--- src/rtl/mw_pipe_pkg.sv ---
// Package: mw_pipe_pkg
// Types, constants and helpers shared by the MEM->WB pipeline (mw_writeback_pipe
// and its slot register mw_slot_reg).
//   MW_MAX_STAGES : largest supported number of MEM->WB register slots
//   MW_XLEN       : datapath width carried by a slot
//   MW_REG_AW     : register-address width carried by a slot
//   mw_slot_t     : contents of one pipeline slot
//   MW_SLOT_RESET : value of a slot after reset (everything cleared)
//   mw_wb_value() : write-back value selected by a slot's mem_reg bit
package mw_pipe_pkg;

    localparam int MW_MAX_STAGES = 4;
    localparam int MW_XLEN       = 32;
    localparam int MW_REG_AW     = 5;

    typedef struct packed {
        logic                 valid;
        logic                 reg_write;
        logic                 mem_reg;
        logic [MW_REG_AW-1:0] write_reg_addr;
        logic [MW_XLEN-1:0]   alu_result;
        logic [MW_XLEN-1:0]   mem_read_data;
    } mw_slot_t;

    localparam mw_slot_t MW_SLOT_RESET = '0;

    // Load data for loads, ALU result for everything else.
    function automatic logic [MW_XLEN-1:0] mw_wb_value(input mw_slot_t s);
        return s.mem_reg ? s.mem_read_data : s.alu_result;
    endfunction

endpackage

--- src/rtl/mw_slot_reg.sv ---
// Module: mw_slot_reg
// One MEM->WB pipeline slot. Priority on each rising edge:
// rst (clear all) > flush (clear valid/reg_write, hold data) > stall (hold) > load.
// On load, reg_write is only kept for a valid instruction whose destination is
// not register 0 (when ZERO_SUPP is nonzero), so a captured slot never claims a
// pointless write.
// Ports:
//   clk    in   rising-edge clock
//   rst    in   synchronous active-high reset
//   flush  in   kill this slot's instruction
//   stall  in   hold this slot
//   d      in   slot value to capture
//   q      out  registered slot value
module mw_slot_reg
    import mw_pipe_pkg::*;
#(
    parameter int ZERO_SUPP = 1
) (
    input  logic     clk,
    input  logic     rst,
    input  logic     flush,
    input  logic     stall,
    input  mw_slot_t d,
    output mw_slot_t q
);

    mw_slot_t d_cap;
    logic     addr_is_zero;

    assign addr_is_zero = (d.write_reg_addr == '0);

    always_comb begin
        d_cap           = d;
        d_cap.reg_write = d.valid & d.reg_write & ~((ZERO_SUPP != 0) & addr_is_zero);
    end

    always_ff @(posedge clk) begin
        if (rst) begin
            q <= MW_SLOT_RESET;
        end else if (flush) begin
            q.valid     <= 1'b0;
            q.reg_write <= 1'b0;
        end else if (!stall) begin
            q <= d_cap;
        end
    end

endmodule

--- src/rtl/mw_writeback_pipe.sv ---
// Module: mw_writeback_pipe
// MEM->WB pipeline stage: STAGES register slots carrying load data, ALU result,
// destination register and control, followed by the write-back mux. Also tells
// the hazard unit how many writes are in flight and whether a given source
// register has a pending write.
// Optional feature macro: MW_WRITEBACK_FWD_EN
//   defined   : fwd_data is the write-back value of the youngest valid slot
//               writing query_addr, fwd_valid = query_hit
//   undefined : fwd_valid = 0, fwd_data = 0, no compare-mux logic
// Ports:
//   clk, rst                   clock, synchronous active-high reset
//   in_valid                   MEM stage holds a real instruction
//   stall, flush               hold / kill every slot (flush wins)
//   mem_read_data, alu_result  MEM-stage data
//   write_reg_addr, reg_write  destination and its write enable
//   mem_reg                    1: write back load data, 0: ALU result
//   query_addr                 source register asked about by the hazard unit
//   out_valid, *_buffered      last slot contents
//   wb_data, wb_en             register-file write port
//   pending_writes             number of valid slots with reg_write=1
//   query_hit                  some valid writing slot targets query_addr (!=0)
//   fwd_valid, fwd_data        forwarding result (see macro above)
module mw_writeback_pipe
    import mw_pipe_pkg::*;
#(
    parameter int XLEN      = 32,
    parameter int REG_AW    = 5,
    parameter int STAGES    = 1,
    parameter int ZERO_SUPP = 1
) (
    input  logic                         clk,
    input  logic                         rst,
    input  logic                         in_valid,
    input  logic                         stall,
    input  logic                         flush,
    input  logic [XLEN-1:0]              mem_read_data,
    input  logic [XLEN-1:0]              alu_result,
    input  logic [REG_AW-1:0]            write_reg_addr,
    input  logic                         reg_write,
    input  logic                         mem_reg,
    input  logic [REG_AW-1:0]            query_addr,
    output logic                         out_valid,
    output logic [XLEN-1:0]              mem_read_data_buffered,
    output logic [XLEN-1:0]              alu_result_buffered,
    output logic [REG_AW-1:0]            write_reg_addr_buffered,
    output logic                         reg_write_buffered,
    output logic                         mem_reg_buffered,
    output logic [XLEN-1:0]              wb_data,
    output logic                         wb_en,
    output logic [$clog2(STAGES+1)-1:0]  pending_writes,
    output logic                         query_hit,
    output logic                         fwd_valid,
    output logic [XLEN-1:0]              fwd_data
);

    localparam int PW_W = $clog2(STAGES + 1);

    // The slot type is fixed-width, so the port widths must match it.
    if (XLEN != MW_XLEN || REG_AW != MW_REG_AW) begin : g_bad_width
        $error("mw_writeback_pipe: XLEN/REG_AW must match mw_pipe_pkg widths");
    end
    if (STAGES < 1 || STAGES > MW_MAX_STAGES) begin : g_bad_stages
        $error("mw_writeback_pipe: STAGES must be in 1..MW_MAX_STAGES");
    end

    mw_slot_t            slot_in;
    mw_slot_t            slot_d [STAGES];
    mw_slot_t            slot_q [STAGES];
    mw_slot_t            last_slot;
    logic [STAGES-1:0]   slot_match;

    always_comb begin
        slot_in                = MW_SLOT_RESET;
        slot_in.valid          = in_valid;
        slot_in.reg_write      = reg_write;
        slot_in.mem_reg        = mem_reg;
        slot_in.write_reg_addr = write_reg_addr;
        slot_in.alu_result     = alu_result;
        slot_in.mem_read_data  = mem_read_data;
    end

    // Slot 0 is youngest; slot STAGES-1 feeds write-back.
    for (genvar g = 0; g < STAGES; g++) begin : g_slot
        if (g == 0) begin : g_head
            assign slot_d[g] = slot_in;
        end else begin : g_tail
            assign slot_d[g] = slot_q[g-1];
        end

        mw_slot_reg #(
            .ZERO_SUPP (ZERO_SUPP)
        ) u_slot (
            .clk   (clk),
            .rst   (rst),
            .flush (flush),
            .stall (stall),
            .d     (slot_d[g]),
            .q     (slot_q[g])
        );
    end

    assign last_slot               = slot_q[STAGES-1];
    assign out_valid               = last_slot.valid;
    assign mem_read_data_buffered  = last_slot.mem_read_data;
    assign alu_result_buffered     = last_slot.alu_result;
    assign write_reg_addr_buffered = last_slot.write_reg_addr;
    assign reg_write_buffered      = last_slot.reg_write;
    assign mem_reg_buffered        = last_slot.mem_reg;
    assign wb_data                 = mw_wb_value(last_slot);
    assign wb_en                   = last_slot.valid & last_slot.reg_write;

    // Count can never exceed STAGES, which fits PW_W bits by construction.
    always_comb begin
        pending_writes = '0;
        for (int i = 0; i < STAGES; i++) begin
            if (slot_q[i].valid && slot_q[i].reg_write) begin
                pending_writes = pending_writes + PW_W'(1);
            end
        end
    end

    // Register 0 is never a real dependency, so it never matches.
    always_comb begin
        slot_match = '0;
        for (int i = 0; i < STAGES; i++) begin
            slot_match[i] = slot_q[i].valid && slot_q[i].reg_write &&
                            (slot_q[i].write_reg_addr == query_addr) &&
                            (query_addr != '0);
        end
    end

    assign query_hit = |slot_match;

`ifdef MW_WRITEBACK_FWD_EN
    logic [XLEN-1:0] fwd_sel;

    // Walk oldest to youngest so the youngest match overwrites older ones.
    always_comb begin
        fwd_sel = '0;
        for (int i = STAGES - 1; i >= 0; i--) begin
            if (slot_match[i]) begin
                fwd_sel = mw_wb_value(slot_q[i]);
            end
        end
    end

    assign fwd_valid = query_hit;
    assign fwd_data  = fwd_sel;
`else
    assign fwd_valid = 1'b0;
    assign fwd_data  = '0;
`endif

endmodule

--- config.mk ---
export PLATFORM = sky130hd
export DESIGN_NAME = mw_writeback_pipe
export DESIGN_NICKNAME = d
export VERILOG_FILES = /design/src/rtl/mw_pipe_pkg.sv /design/src/rtl/mw_slot_reg.sv /design/src/rtl/mw_writeback_pipe.sv
export SDC_FILE = /design/constraint.sdc
export NUM_CORES = 1
export LEC_CHECK = 0
export ABC_AREA = 1
export CAP_MARGIN = 5
export CELL_PAD_IN_SITES_DETAIL_PLACEMENT = 0
export CELL_PAD_IN_SITES_GLOBAL_PLACEMENT = 1
export CORE_MARGIN = 10
export CORE_UTILIZATION = 28
export CTS_BUF_LIST = sky130_fd_sc_hd__clkbuf_4 sky130_fd_sc_hd__clkbuf_8
export DETAILED_ROUTE_END_ITERATION = 16
export HOLD_SLACK_MARGIN = 0.1
export PLACE_DENSITY_LB_ADDON = 0.05
export SYNTH_ARGS = -nofsm -noshare
export SYNTH_HDL_FRONTEND = slang
export SYNTH_HIERARCHICAL = 1
export SYNTH_SLANG_ARGS = --single-unit
--- constraint.sdc ---
create_clock -name clk -period 3.05 [get_ports clk]
set_clock_uncertainty 0.1 [all_clocks]
set_input_delay 0.61 -clock clk [delete_from_list [all_inputs] [get_ports clk]]
set_output_delay 0.61 -clock clk [all_outputs]
set_load 0.005 [all_outputs]
Word level (Yosys, flattened, before mapping)
Index checks and enable logic that the tools add are counted.
{"block": "word_totals", "regBits": 72, "latchBits": 0, "ramBits": 0, "mem_bits_ro": 0, "inputBits": 81, "out_inout_bits": 140, "word_cells": 22, "n_memories": 0}
{"block": "op_classes", "n_addsub": 0, "multipliers": 0, "div_mod_pow": 0, "order_cmp": 0, "eq_ne": 1, "shifts": 0, "mux": 2, "bitwise": 6, "reduce_logical": 7}
{"cell": "$mux W32", "n": 1}
{"cell": "$eq A5 B5 Y1", "n": 1}
{"cell": "$logic_not A5 Y1", "n": 1}
{"cell": "$reduce_bool A5 Y1", "n": 1}
{"cell": "$and A1 B1 Y1", "n": 3}
{"cell": "$logic_and A1 B1 Y1", "n": 3}
{"cell": "$not A1 Y1", "n": 3}
{"cell": "$reduce_and A2 Y1", "n": 1}
{"cell": "$reduce_or A2 Y1", "n": 1}
{"cell": "$mux W1", "n": 1}

Longest topological paths before layout
{"block": "logic_depth", "word_depth": 3, "depth_mapped": 6}

Modules after synthesis
Netlist, hierarchy kept.
{"module": "mw_slot_reg", "n_inst": 1, "cells_each": 319, "area_per_inst_um2": 2524.9, "seq_area_each_um2": 1441.4}
{"module": "mw_writeback_pipe", "n_inst": 1, "cells_each": 102, "area_per_inst_um2": 923.4, "seq_area_each_um2": 0.0}

Worst setup path after synthesis
Ideal clock, no wire load.
{"block": "synth_path", "kind": "input to output", "from": "in query_addr[3]", "to": "out query_hit", "arrival_ns": 0.972, "path_slack_ns": 1.368, "stages": 6, "path_cell_list": "inv_1 nand2_1 nand2_1 nor2_1 nand3_1 nor2_1"}
{"block": "synth_between", "elab_chain_cells": 3}
{"item": "from (decl)", "line_no": "mw_writeback_pipe.sv:41", "rtl": "input logic [REG_AW-1:0] query_addr,"}
{"item": "$eq A5 B5 Y1", "line_no": "mw_writeback_pipe.sv:127", "rtl": "(slot_q[i].write_reg_addr == query_addr) &&"}
{"item": "$logic_and A1 B1 Y1", "line_no": "mw_writeback_pipe.sv:126", "rtl": "slot_match[i] = slot_q[i].valid && slot_q[i].reg_write &&"}
{"item": "$logic_and A1 B1 Y1 (*)", "line_no": "mw_writeback_pipe.sv:127"}
{"item": "to (decl)", "line_no": "mw_writeback_pipe.sv:51", "rtl": "output logic query_hit,"}
Mark *: on every way between the ends. The rest lies on a longest branch, timed or not.

Final worst setup path
{"block": "layout_path", "from": "reg g_slot[0].u_slot/q[69] (netlist bit)", "to": "out wb_data[31]"}
{"block": "layout_between", "elab_chain_cells": 1}
{"item": "from (decl)", "line_no": "mw_slot_reg.sv:24", "rtl": "output mw_slot_t q"}
{"item": "from (signal assigned)", "line_no": "mw_slot_reg.sv:44", "rtl": "q <= d_cap;"}
{"item": "$mux W32", "line_no": "mw_pipe_pkg.sv:29", "rtl": "return s.mem_reg ? s.mem_read_data : s.alu_result;"}
{"item": "to (decl)", "line_no": "mw_writeback_pipe.sv:48", "rtl": "output logic [XLEN-1:0] wb_data,"}
Every way passes these cells.

==> metrics.md <==
| Metric | Value |
|---|---|
| Setup WS pre-CTS | 0.320 ns |
| Overall power | about 2.5 mW |
| # DRC | 0 |
| Kind of critical path | flop to output port |
| CTS sink cnt | slightly above 70 |
| Hold Slack | 0.389 ns |
| Starting Density | between 20% and 30% |
| Area growth syn-to-layout | 60.2% |
| Die ar. | between 15000 and 20000 sq um |
| Post-synthesis cell count | around 420 |
| Clk_lat worst skew | around 0.34 ns |
| RSZ-0062 raised after global routing | no |
| TritonCTS buffer count | 9 |
| Worst-path clk slew | roughly 0.08 ns |
| CP max FO | 24 |
| Startpoint types | flop |
| DRT iter0 DRCs | approximately 140 |
| Placed cell area | roughly 5300 sq um |
| Max IR drop VDD | 0.253 mV |
| Synth Warn # | 6 |
| Synth Area in XOR/XNOR | 0% |
| Mapped Area | roughly 3400 sq um |
| Clock Path Buffers | 2 |
| Ant. Diodes | 0 |
| Placed insts | between 700 and 800 |
| Simple logic cell fraction of the synthesized area | about a fifth |
| Register with the most flip-flops | g_slot.u_slot/q |
| Max Slew Vio Count | 0 |
| Pre-antenna DRT Iters | 4 |
| Reg2reg end | g_slot[0].u_slot/q[69] |
| CP arrival | around 2.0 ns |
| GP Congestion | about 0.72 |
| Hold Violations, Final | 0 |
| Antenna viol nets, final | 0 |
| R2R Setup Slk | between 2 and 2.5 ns |
| Vias/cell | ~4.3 |
| Final Setup Violations | 0 |
| Initial antenna violation count | 0 |
| Die X | 131 microns |
| Placeable Area | approximately 12000 sq um |
| H-tree Lvls | 3 |
| Hold endpoint | g_slot[0].u_slot/q[70] |
| Worst Tran Pin Value | between 0.7 and 0.8 ns |
| Mux contribution to synthesized area | between 10% and 20% |
| FF-to-FF path depth | 2 |
| Final core occ | a little under half |
| Fin area | approximately 5500 sq um |
| Via count | 3210 |
| Final wirelength | about 12000 microns |
| Status | complete, no violations |
| #FFs+latches synth | slightly above 70 |
| Cell area power density | approximately 460 nW/um^2 |
| Die Height | ~130 microns |
| Final Non-Filler Cells | about 750 |
| Seq/Total Area, Yosys | 41.8% |
| Rel. slew slack | between 40% and 50% |
| Tcrit/Tclk final | about 90% |
| Io pins | about 220 |
| Worst Hold Path Cells | 2 |
| Post-route setup slack | between 0.3 and 0.4 ns |
| First-pass GRT wire length | between 15000 and 20000 microns |
| Wire per inst | between 15 and 20 microns |
| Worst min path class | flop to flop |
| Setup TNS | 0 ns |
| HPWL Detailed | between 9000 and 10000 microns |
| Max-cap viol count | 0 |
| Global Route Usage Sum | a little over an eighth |
| PortBufs | between 150 and 200 |
| Number of flip-flops in the largest register | approximately 70 |
| RR Startpoint | g_slot[0].u_slot/q[69] |
| Postcts setup bufs | 0 |
| Avg Cell Area, Syn | 8.19 sq um |
| Adder-cell area share of the yosys netlist | 0% |
| Layout cell share with drive strength beyond 1 | a little under an eighth |
| CTS-repair resized insts | 0 |
| Combinational family with the most area after synthesis | simple AND/OR/NAND/NOR gates |
| Area fraction in compound gates after synthesis | approximately 11% |
| Min Tclk post-route | 2.74 ns |
| Crit. End Element | output port |
| Peak Freq | 366 MHz |
| Vias in the first global route | about 3300 |
| CTS Root Cell | clkbuf_8 |
| Largest net degree at the start of global routing | 72 |
| Largest registers | g_slot.u_slot/q: 72 flops |
| Critical path required time | around 2.3 ns |
| Net count, final | 678 |
| Hold_sp | g_slot[0].u_slot/q[70] |
| Yosys cell types | 20 |
| CTS tree | done |
| Hold-fix buffer count after cts | 0 |
| GRT overflow | 0 |
| Cell Rows | 40 |
| Leak | about 2.3 nW |
-- critical path: stages, from the launching register on --
cell and delay, ns:
dfxtp_2 0.59, buf_12 0.28, mux2_2 0.36, clkdlybuf4s50_1 0.45
-- area by class of cell --
class	count	area [sq um]
inverters	14	52.6
well taps	147	184
clock buffers	9	124
flip-flops and latches	72	1440
clock inverters	7	120
repair buffers	192	1960
fillers	1225	6490
multi-input cells	308	1640
-- cells in the mapped netlist --
cell      count  area share (%)
nor2_4        1            0.33
mux2_2        2            0.65
inv_1        13             1.4
buf_6         3            0.98
buf_2        11             1.6
buf_4        34             7.4
o21ai_0      25             3.6
or2_2         1            0.18
nor2_1      137              15
dfxtp_1      72              42
buf_12        3             1.7
inv_2         1            0.11
nand2_1      17             1.9
clkbuf_1      8            0.87
a21oi_1       4            0.58
conb_1        1            0.11
o21ai_1      45             6.5
mux2_4       30              13
nor2_2       10             1.8
nand3_1       3            0.44
-- cells in the final DEF (no fill, tap or decap), types with 3 or more instances in the layout --
master and instances:
nor2_1 137, nand2_1 17, o21ai_0 25, o21ai_1 45, nor2_2 10, clkdlybuf4s50_1 187
inv_1 12, a21oi_1 4, bufinv_16 3, clkbuf_8 9, buf_12 4, dfxtp_1 71
conb_1 33, nand3_1 3, mux2_4 30
-- worst max path at each step --
stage | cells after the start | from | endpoint
2_1_floorplan | 6 | query_addr[3] | query_hit
3_3_place_gp | 8 | query_addr[3] | query_hit
3_5_place_dp | 8 | query_addr[3] | query_hit
5_1_grt | 8 | query_addr[3] | query_hit
4_1_cts | 3 | g_slot[0].u_slot/q[69] | wb_data[31]
6_report | 3 | g_slot[0].u_slot/q[69] | wb_data[31]
-- kinds of logic after synthesis --
kind of cell | after synthesis
AO/OA/AOI/OAI | 74
buffers and inverters | 73
flip-flops | 72
multiplexers | 32
other | 1
AND/OR/NAND/NOR | 169
-- report_power, final --
part	switching [mW]	internal, mW
Combinational	0.194	0.345
Clock	0.383	0.545
Sequential	0.0561	1.00
Total	0.633	1.89
-- per-layer routing --
layer | track usage, % | routed length, microns
met1 | 15.6 | 5180
met2 | 22.4 | 5640
met3 | 6.73 | 1400
met4 | 3.47 | 102
met5 | 0 | 0
No activity file was read; power rests on OpenSTA's default activity.
